[config.mk]
export PLATFORM = sky130hd
export DESIGN_NAME = vga_pattern_engine
export DESIGN_NICKNAME = d
export VERILOG_FILES = /design/src/rtl/vga_pattern_engine.sv
export SDC_FILE = /design/constraint.sdc
export NUM_CORES = 1
export LEC_CHECK = 0
export ABC_CLOCK_PERIOD_IN_PS = 2700
export CAP_MARGIN = 20
export CORE_MARGIN = 3
export CORE_UTILIZATION = 48
export CTS_CLUSTER_SIZE = 10
export DETAILED_ROUTE_END_ITERATION = 7
export PLACE_DENSITY_LB_ADDON = 0.1
export SYNTH_ARGS = -nofsm -noshare
export SYNTH_HDL_FRONTEND = slang
export SYNTH_SLANG_ARGS = --single-unit
[constraint.sdc]
create_clock -name clk -period 2.7 [get_ports clk]
set_input_delay 0.54 -clock clk [delete_from_list [all_inputs] [get_ports clk]]
set_output_delay 0.54 -clock clk [all_outputs]
set_load 0.005 [all_outputs]
[src/rtl/vga_pattern_engine.sv]
// -----------------------------------------------------------------------------
// vga_pattern_engine
//   Animated test-pattern generator for the TinyVGA output path. Takes the pixel
//   coordinates from hvsync_generator and produces registered RGB. A scroll offset
//   advances once per frame. Mode, speed, direction and pause are sampled only on
//   the frame tick, so changing them mid-frame never tears the picture.
//
// Ports
//   clk          in   pixel clock
//   rst_n        in   asynchronous active-low reset
//   vsync        in   vsync from hvsync_generator (clk domain, never used as a clock)
//   video_active in   display_on from hvsync_generator
//   pix_x, pix_y in   current pixel column / row (COORD_W)
//   mode         in   pattern select (0 bars, 1 checker, 2 xor, 3 fade)
//   speed        in   scroll step per frame, 0..7
//   dir          in   0: scroll up, 1: scroll down
//   pause        in   1: hold scroll_cnt
//   r, g, b      out  registered colour channels (COLOR_W), 1 clk after pixel inputs
//   frame_tick   out  1-cycle pulse the cycle after each vsync assertion
//   frame_cnt    out  free-running frame count (CNT_W)
//   scroll_cnt   out  current scroll offset (CNT_W)
// -----------------------------------------------------------------------------
module vga_pattern_engine #(
   parameter int COORD_W       = 10,
   parameter int COLOR_W       = 2,
   parameter int CNT_W         = 10,
   parameter int SHIFT         = 4,
   parameter int VSYNC_ACT_LOW = 1
) (
   input  logic               clk,
   input  logic               rst_n,
   input  logic               vsync,
   input  logic               video_active,
   input  logic [COORD_W-1:0] pix_x,
   input  logic [COORD_W-1:0] pix_y,
   input  logic [1:0]         mode,
   input  logic [2:0]         speed,
   input  logic               dir,
   input  logic               pause,
   output logic [COLOR_W-1:0] r,
   output logic [COLOR_W-1:0] g,
   output logic [COLOR_W-1:0] b,
   output logic               frame_tick,
   output logic [CNT_W-1:0]   frame_cnt,
   output logic [CNT_W-1:0]   scroll_cnt
);

   typedef enum logic [1:0] {
      MODE_BARS    = 2'd0,
      MODE_CHECKER = 2'd1,
      MODE_XOR     = 2'd2,
      MODE_FADE    = 2'd3
   } mode_t;

   // Level vsync rests at when not asserted.
   localparam logic VSYNC_IDLE = (VSYNC_ACT_LOW != 0) ? 1'b1 : 1'b0;

   logic               vsync_q;
   logic               vsync_on;
   logic               vsync_was_on;
   logic               tick;
   mode_t              mode_q;
   logic [CNT_W-1:0]   step;
   logic [CNT_W-1:0]   scroll_next;
   logic [COORD_W-1:0] scroll_ext;
   logic [COORD_W-1:0] mx;
   logic [COORD_W-1:0] my;
   logic [COLOR_W-1:0] col_r;
   logic [COLOR_W-1:0] col_g;
   logic [COLOR_W-1:0] col_b;

   // Channel slice of a coordinate-width value.
   function automatic logic [COLOR_W-1:0] chan(input logic [COORD_W-1:0] v);
      return v[SHIFT +: COLOR_W];
   endfunction

   // Edge detect on the asserted level; vsync_q resets to the idle level so the
   // first assertion after reset produces a tick.
   assign vsync_on     = (vsync != VSYNC_IDLE);
   assign vsync_was_on = (vsync_q != VSYNC_IDLE);
   assign tick         = vsync_on & ~vsync_was_on;

   assign step        = CNT_W'(speed);
   assign scroll_next = dir ? (scroll_cnt - step) : (scroll_cnt + step);

   assign scroll_ext = COORD_W'(scroll_cnt);
   assign mx         = pix_x + scroll_ext;
   assign my         = pix_y + scroll_ext;

   always_comb begin
      col_r = '0;
      col_g = '0;
      col_b = '0;
      unique case (mode_q)
         MODE_BARS: begin
            col_r = chan(mx);
            col_g = chan(mx << 1);
            col_b = chan(pix_y);
         end
         MODE_CHECKER: begin
            col_r = chan(mx ^ my);
            col_g = chan(mx ^ my);
            col_b = chan(mx ^ my);
         end
         MODE_XOR: begin
            col_r = chan(mx ^ pix_y);
            col_g = chan(pix_x ^ my);
            col_b = chan(mx & my);
         end
         MODE_FADE: begin
            col_r = chan(scroll_ext);
            col_g = chan(~scroll_ext);
            col_b = chan(scroll_ext << 1);
         end
         default: begin
            col_r = '0;
            col_g = '0;
            col_b = '0;
         end
      endcase
   end

   always_ff @(posedge clk or negedge rst_n) begin
      if (!rst_n) begin
         vsync_q    <= VSYNC_IDLE;
         frame_tick <= 1'b0;
         frame_cnt  <= '0;
         scroll_cnt <= '0;
         mode_q     <= MODE_BARS;
         r          <= '0;
         g          <= '0;
         b          <= '0;
      end else begin
         vsync_q    <= vsync;
         frame_tick <= tick;
         if (tick) begin
            frame_cnt <= frame_cnt + CNT_W'(1);
            mode_q    <= mode_t'(mode);
            if (!pause) begin
               scroll_cnt <= scroll_next;
            end
         end
         if (video_active) begin
            r <= col_r;
            g <= col_g;
            b <= col_b;
         end else begin
            r <= '0;
            g <= '0;
            b <= '0;
         end
      end
   end

endmodule
# Yosys cells after proc, flatten, opt, wreduce, memory -nomap -nowiden
# Cells that the tools add are included.
# W data, S select, Z words.
# classes
addsub,5
multipliers,0
div,0
n_lt_le_gt_ge,0
eq_ne,3
n_shift,0
mux,7
bitwise,8
n_reduce_logical,2
# ops
op,count
$pmux W2 S4,3
$xor A6 B6 Y6,3
$add A6 B6 Y6,2
$add A10 B1 Y10 const B,1
$add A10 B3 Y10,1
$mux W10,1
$sub A10 B3 Y10,1
$and A6 B6 Y6,1
$mux W2,3
$not A6 Y6,1
$eq A2 B2 Y1 const B,2
$eq A2 B1 Y1 const B,1
$logic_not A2 Y1,1
$not A1 Y1,2
$reduce_and A2 Y1,1
$and A1 B1 Y1,1
# word_totals
ff_bits,30
latchBits,0
mem_bits_rw,0
rom_bits,0
input_bits,31
output_inout_bits,27
elab_cells,33
memories,0

# Logic depth before layout (Yosys ltp)
# logic_depth
word_depth,4
depth_mapped,11
mapped_depth_nobuf,11

# Least setup slack after synthesis
# Ideal clock, no wire load.
# synth_timing
kind,input-to-reg
start,input pix_x[2]
end,register b[1]
setup_ns,0.119
arrival_ns,2.426
t_required_ns,2.581
setup_slack_ns,0.155
path_stages,8
path_buffers,0
path_cell_list,ha_1 > nand4_2 > a21boi_2 > nor4_1 > a311oi_2 > ha_1 > mux4_2 > and2_1
# synth_between
elab_chain_cells,4
word_cells_on_any_way,5
classes_between,add/sub (1); mux (2); bitwise (2)
# synth_rtl
element,line,rtl
start: declaration,34,"input logic [COORD_W-1:0] pix_x,"
$add A6 B6 Y6 *,87,assign mx = pix_x + scroll_ext;
$and A6 B6 Y6 / $xor A6 B6 Y6 (equally long branches),"108, 103",
$pmux W2 S4 *,94,unique case (mode_q)
$mux W2 *,143,if (video_active) begin
end signal: assignment,146,b <= col_b;
end: declaration,42,"output logic [COLOR_W-1:0] b,"
# Mark *: on every way between the ends. The rest lies on a longest branch, timed or not.
# A chain may end at the register's enable or synchronous reset.

# Worst setup path after layout
# layout_timing
start,input pix_x[1]
end,register b[1]
# The elaborated chain is that of the path after synthesis.

==> impl_metrics.env <==
export IMPL_outcome="complete, but fails checks"
export IMPL_violations="negative setup slack"
export IMPL_cts_tree="yes"
export IMPL_fin_util_pct=75.4
export IMPL_crit_path_end_kind="register"
export IMPL_fin_crit_sh_pct=100
export IMPL_ys_flop_type="dfrtp_1"
export IMPL_swShare_pct=36.5
export IMPL_synth_cell_types=50
export IMPL_leakage_nw=1.44
export IMPL_hold_viol=0
export IMPL_synth_warnings=0
export IMPL_synth_seq_area_share_pct=35.6
export IMPL_placed_cells=340
export IMPL_drc=0
export IMPL_start_kind="input pin"
export IMPL_synth_top_cell_area_share_pct=34.3
export IMPL_setup_worst_path_end="b[1]"
export IMPL_rsz0062_at_grt="yes"
export IMPL_ff2ff_path_depth=8
export IMPL_portBuffers=49
export IMPL_grt_total_usage_pct=19.8
export IMPL_synth_area_leader_cell="dfrtp_1"
export IMPL_peakVddDrop_v=0.000528
export IMPL_path_clk_slew_ns=0.07
export IMPL_clkPwrFrac_pct=11.5
export IMPL_cts_root_buf="clkbuf_8"
export IMPL_io_pins=58
export IMPL_die_area_um2=5240
export IMPL_slew_viol_final=0
export IMPL_cap_violations=0
export IMPL_die_h_um=72.4
export IMPL_finClkSkew_ns=0.00600
export IMPL_drive_gt1_share_pct=23.9
export IMPL_synth_edf_count=0
export IMPL_final_instance_count_excl_fill=356
export IMPL_async_flop_share_pct=100
export IMPL_ys_top_cells_by_area="dfrtp_1 (34%), ha_1 (13%), xnor2_1 (6.2%), nand2_1 (4.3%), mux2i_1 (2.8%)"
export IMPL_r2r_slack_ns=0.17
export IMPL_syn_nets=266
export IMPL_clkSinkCount=30
export IMPL_syn2layout_area_growth_pct=46.8
export IMPL_synth_avg_cell_area_um2=9.97
export IMPL_die_w_um=72.4
export IMPL_hold_depth=1
export IMPL_dp_hpwl_um=3550
export IMPL_path_max_fanout=3
export IMPL_setup_viol=1
export IMPL_netlist_instances=212
export IMPL_postRouteWirelength_um=4860
export IMPL_synth_commonest_cells="dfrtp_1 (29), nand2_1 (24), ha_1 (22)"
export IMPL_timing_rr_end="b[1]"
export IMPL_fin_ws_ns=-0.0112
export IMPL_crit_type="in2reg"
export IMPL_nNetsFinal=359
export IMPL_slew_headroom_pct=53.6
export IMPL_synth_seq_cells=30
export IMPL_switching_power_mw=1.19
export IMPL_worstPathRequired_ns=2.87
export IMPL_p_int_mw=2.08
export IMPL_r2r_start="scroll_cnt[1]"
export IMPL_viasPerCell=5.27
export IMPL_core_area_um2=4120
export IMPL_yosysMostFrequentCell="dfrtp_1"
export IMPL_tightest_slew_ns=0.697
export IMPL_num_rows=23
export IMPL_min_path_type="reg2reg"
export IMPL_crit_arrival_ns=2.89
export IMPL_p_seq_share_pct=23.8
export IMPL_cts_made_buffers=5
export IMPL_grt_pass1_wl_um=8220
export IMPL_initial_core_util_pct=51.4
export IMPL_hold_buffers=0
export IMPL_cts_buffer_depth=2
export IMPL_netlist_area_um2=2110
export IMPL_powerDensity_nw_per_um2=1060
export IMPL_antenna_found_initial=0
export IMPL_ant_nets=0
export IMPL_drt_initial_drc_count=89
export IMPL_critPathLaunch="pix_x[1]"
export IMPL_fillers=312
export IMPL_grt_max_degree=31
export IMPL_grt_overflow_total=0
export IMPL_vias=1875
export IMPL_grt_pass1_vias=1896
export IMPL_htree_num_levels=2
export IMPL_dr_pass1_iters=4
export IMPL_wl_per_cell_um=13.7
export IMPL_place_congestion=0.794
export IMPL_comb_power_share_pct=64.7
export IMPL_period_needed_ns=2.71
export IMPL_clk_latency_ns=0.28
export IMPL_fmax_ghz=0.369
export IMPL_diodes=0
## repair_timing
item,CTS,global route
gates cloned,0,0
setup buffers,3,5
pin swaps,10,9
endpoints found under the setup margin,7,8
resized for setup,5,12
## power groups by stage
| stage | sequential, mW | combinational (mW) | clock [mW] |
|---|---|---|---|
| floorplan | 0.755 | 1.07 | 0 |
| global placement | 0.786 | 1.89 | 0 |
| detailed placement | 0.789 | 1.94 | 0 |
| CTS | 0.782 | 2.00 | 0.390 |
| global route | 0.810 | 2.34 | 0.411 |
| finish | 0.781 | 2.12 | 0.378 |
## kinds of logic after synthesis
logic type               synth area share [%]
AND/OR/NAND/NOR                          15.4
AO/OA/AOI/OAI                            14.7
flip-flops                               35.6
adder cells (fa/ha/maj)                  14.0
XOR/XNOR                                 10.0
buffers and inverters                    3.25
multiplexers                             7.10
## stage by stage
step / hold slack (ns) / instance area, µm² / total power, mW / setup slack (ns) / TNS [ns]
global route: 0.494 / 3100 / 3.56 / -0.0817 / -0.141
floorplan: 0.244 / 2110 / 1.83 / 0.155 / 0
finish: 0.469 / 3100 / 3.28 / -0.0112 / -0.0112
CTS: 0.476 / 3020 / 3.17 / 0.000542 / 0
detailed placement: 0.463 / 2900 / 2.73 / -0.467 / -3.59
global placement: 0.462 / 2900 / 2.68 / -0.418 / -3.02
## cell usage in the layout (no fill, tap or decap), types with 4 or more instances in the layout
cell type,instances
xnor2_1,15
mux2i_1,4
o21ai_0,8
ha_1,21
dfrtp_1,29
a21oi_1,7
nor2_1,10
buf_4,43
inv_1,9
nor2b_1,5
nand2_1,24
clkbuf_8,6
xor2_1,6
o21a_1,5
clkdlybuf4s50_1,44
## per-layer routing
metal,wire (µm),up-vias,global-route usage (%)
li1,-,943,-
met1,2140,875,24.4
met2,2400,47,33.5
met3,216,10,4.71
met4,100,0,7.79
met5,0,-,0
## how the worst min path moves through the flow
| stage | from | to | slack, ns |
|---|---|---|---|
| floorplan | rst_n | b[0] | 0.24 |
| global placement | frame_cnt[9] | frame_cnt[9] | 0.46 |
| detailed placement | scroll_cnt[9] | scroll_cnt[9] | 0.46 |
| CTS | scroll_cnt[9] | scroll_cnt[9] | 0.48 |
| global route | frame_cnt[9] | frame_cnt[9] | 0.49 |
| finish | scroll_cnt[9] | scroll_cnt[9] | 0.47 |
## sequential cells by signal, summed over array words and instances (netlist names)
name        flops
frame_cnt      10
scroll_cnt     10
b               2
g               2
mode_q          2
r               2
frame_tick      1
vsync_q         1
## worst max-delay path: stages
cell and delay [ns]:
clkdlybuf4s50_1 0.41, ha_1 0.29, nand4_2 0.09, a21boi_2 0.21
nor4_2 0.07, a311oi_2 0.34, ha_1 0.30, mux4_2 0.45
and2_1 0.17
## layout make-up
class / instances / area [µm²] / area share [%]
clock inverters: 2 / 12.5 / 0.403
repair buffers: 92 / 812 / 26.2
inverters: 9 / 33.8 / 1.09
flip-flops and latches: 30 / 752 / 24.2
clock buffers: 6 / 82.6 / 2.66
multi-input cells: 167 / 1350 / 43.5
well taps: 50 / 62.6 / 2.02
Note: power is estimated with default switching activity, not from simulation.
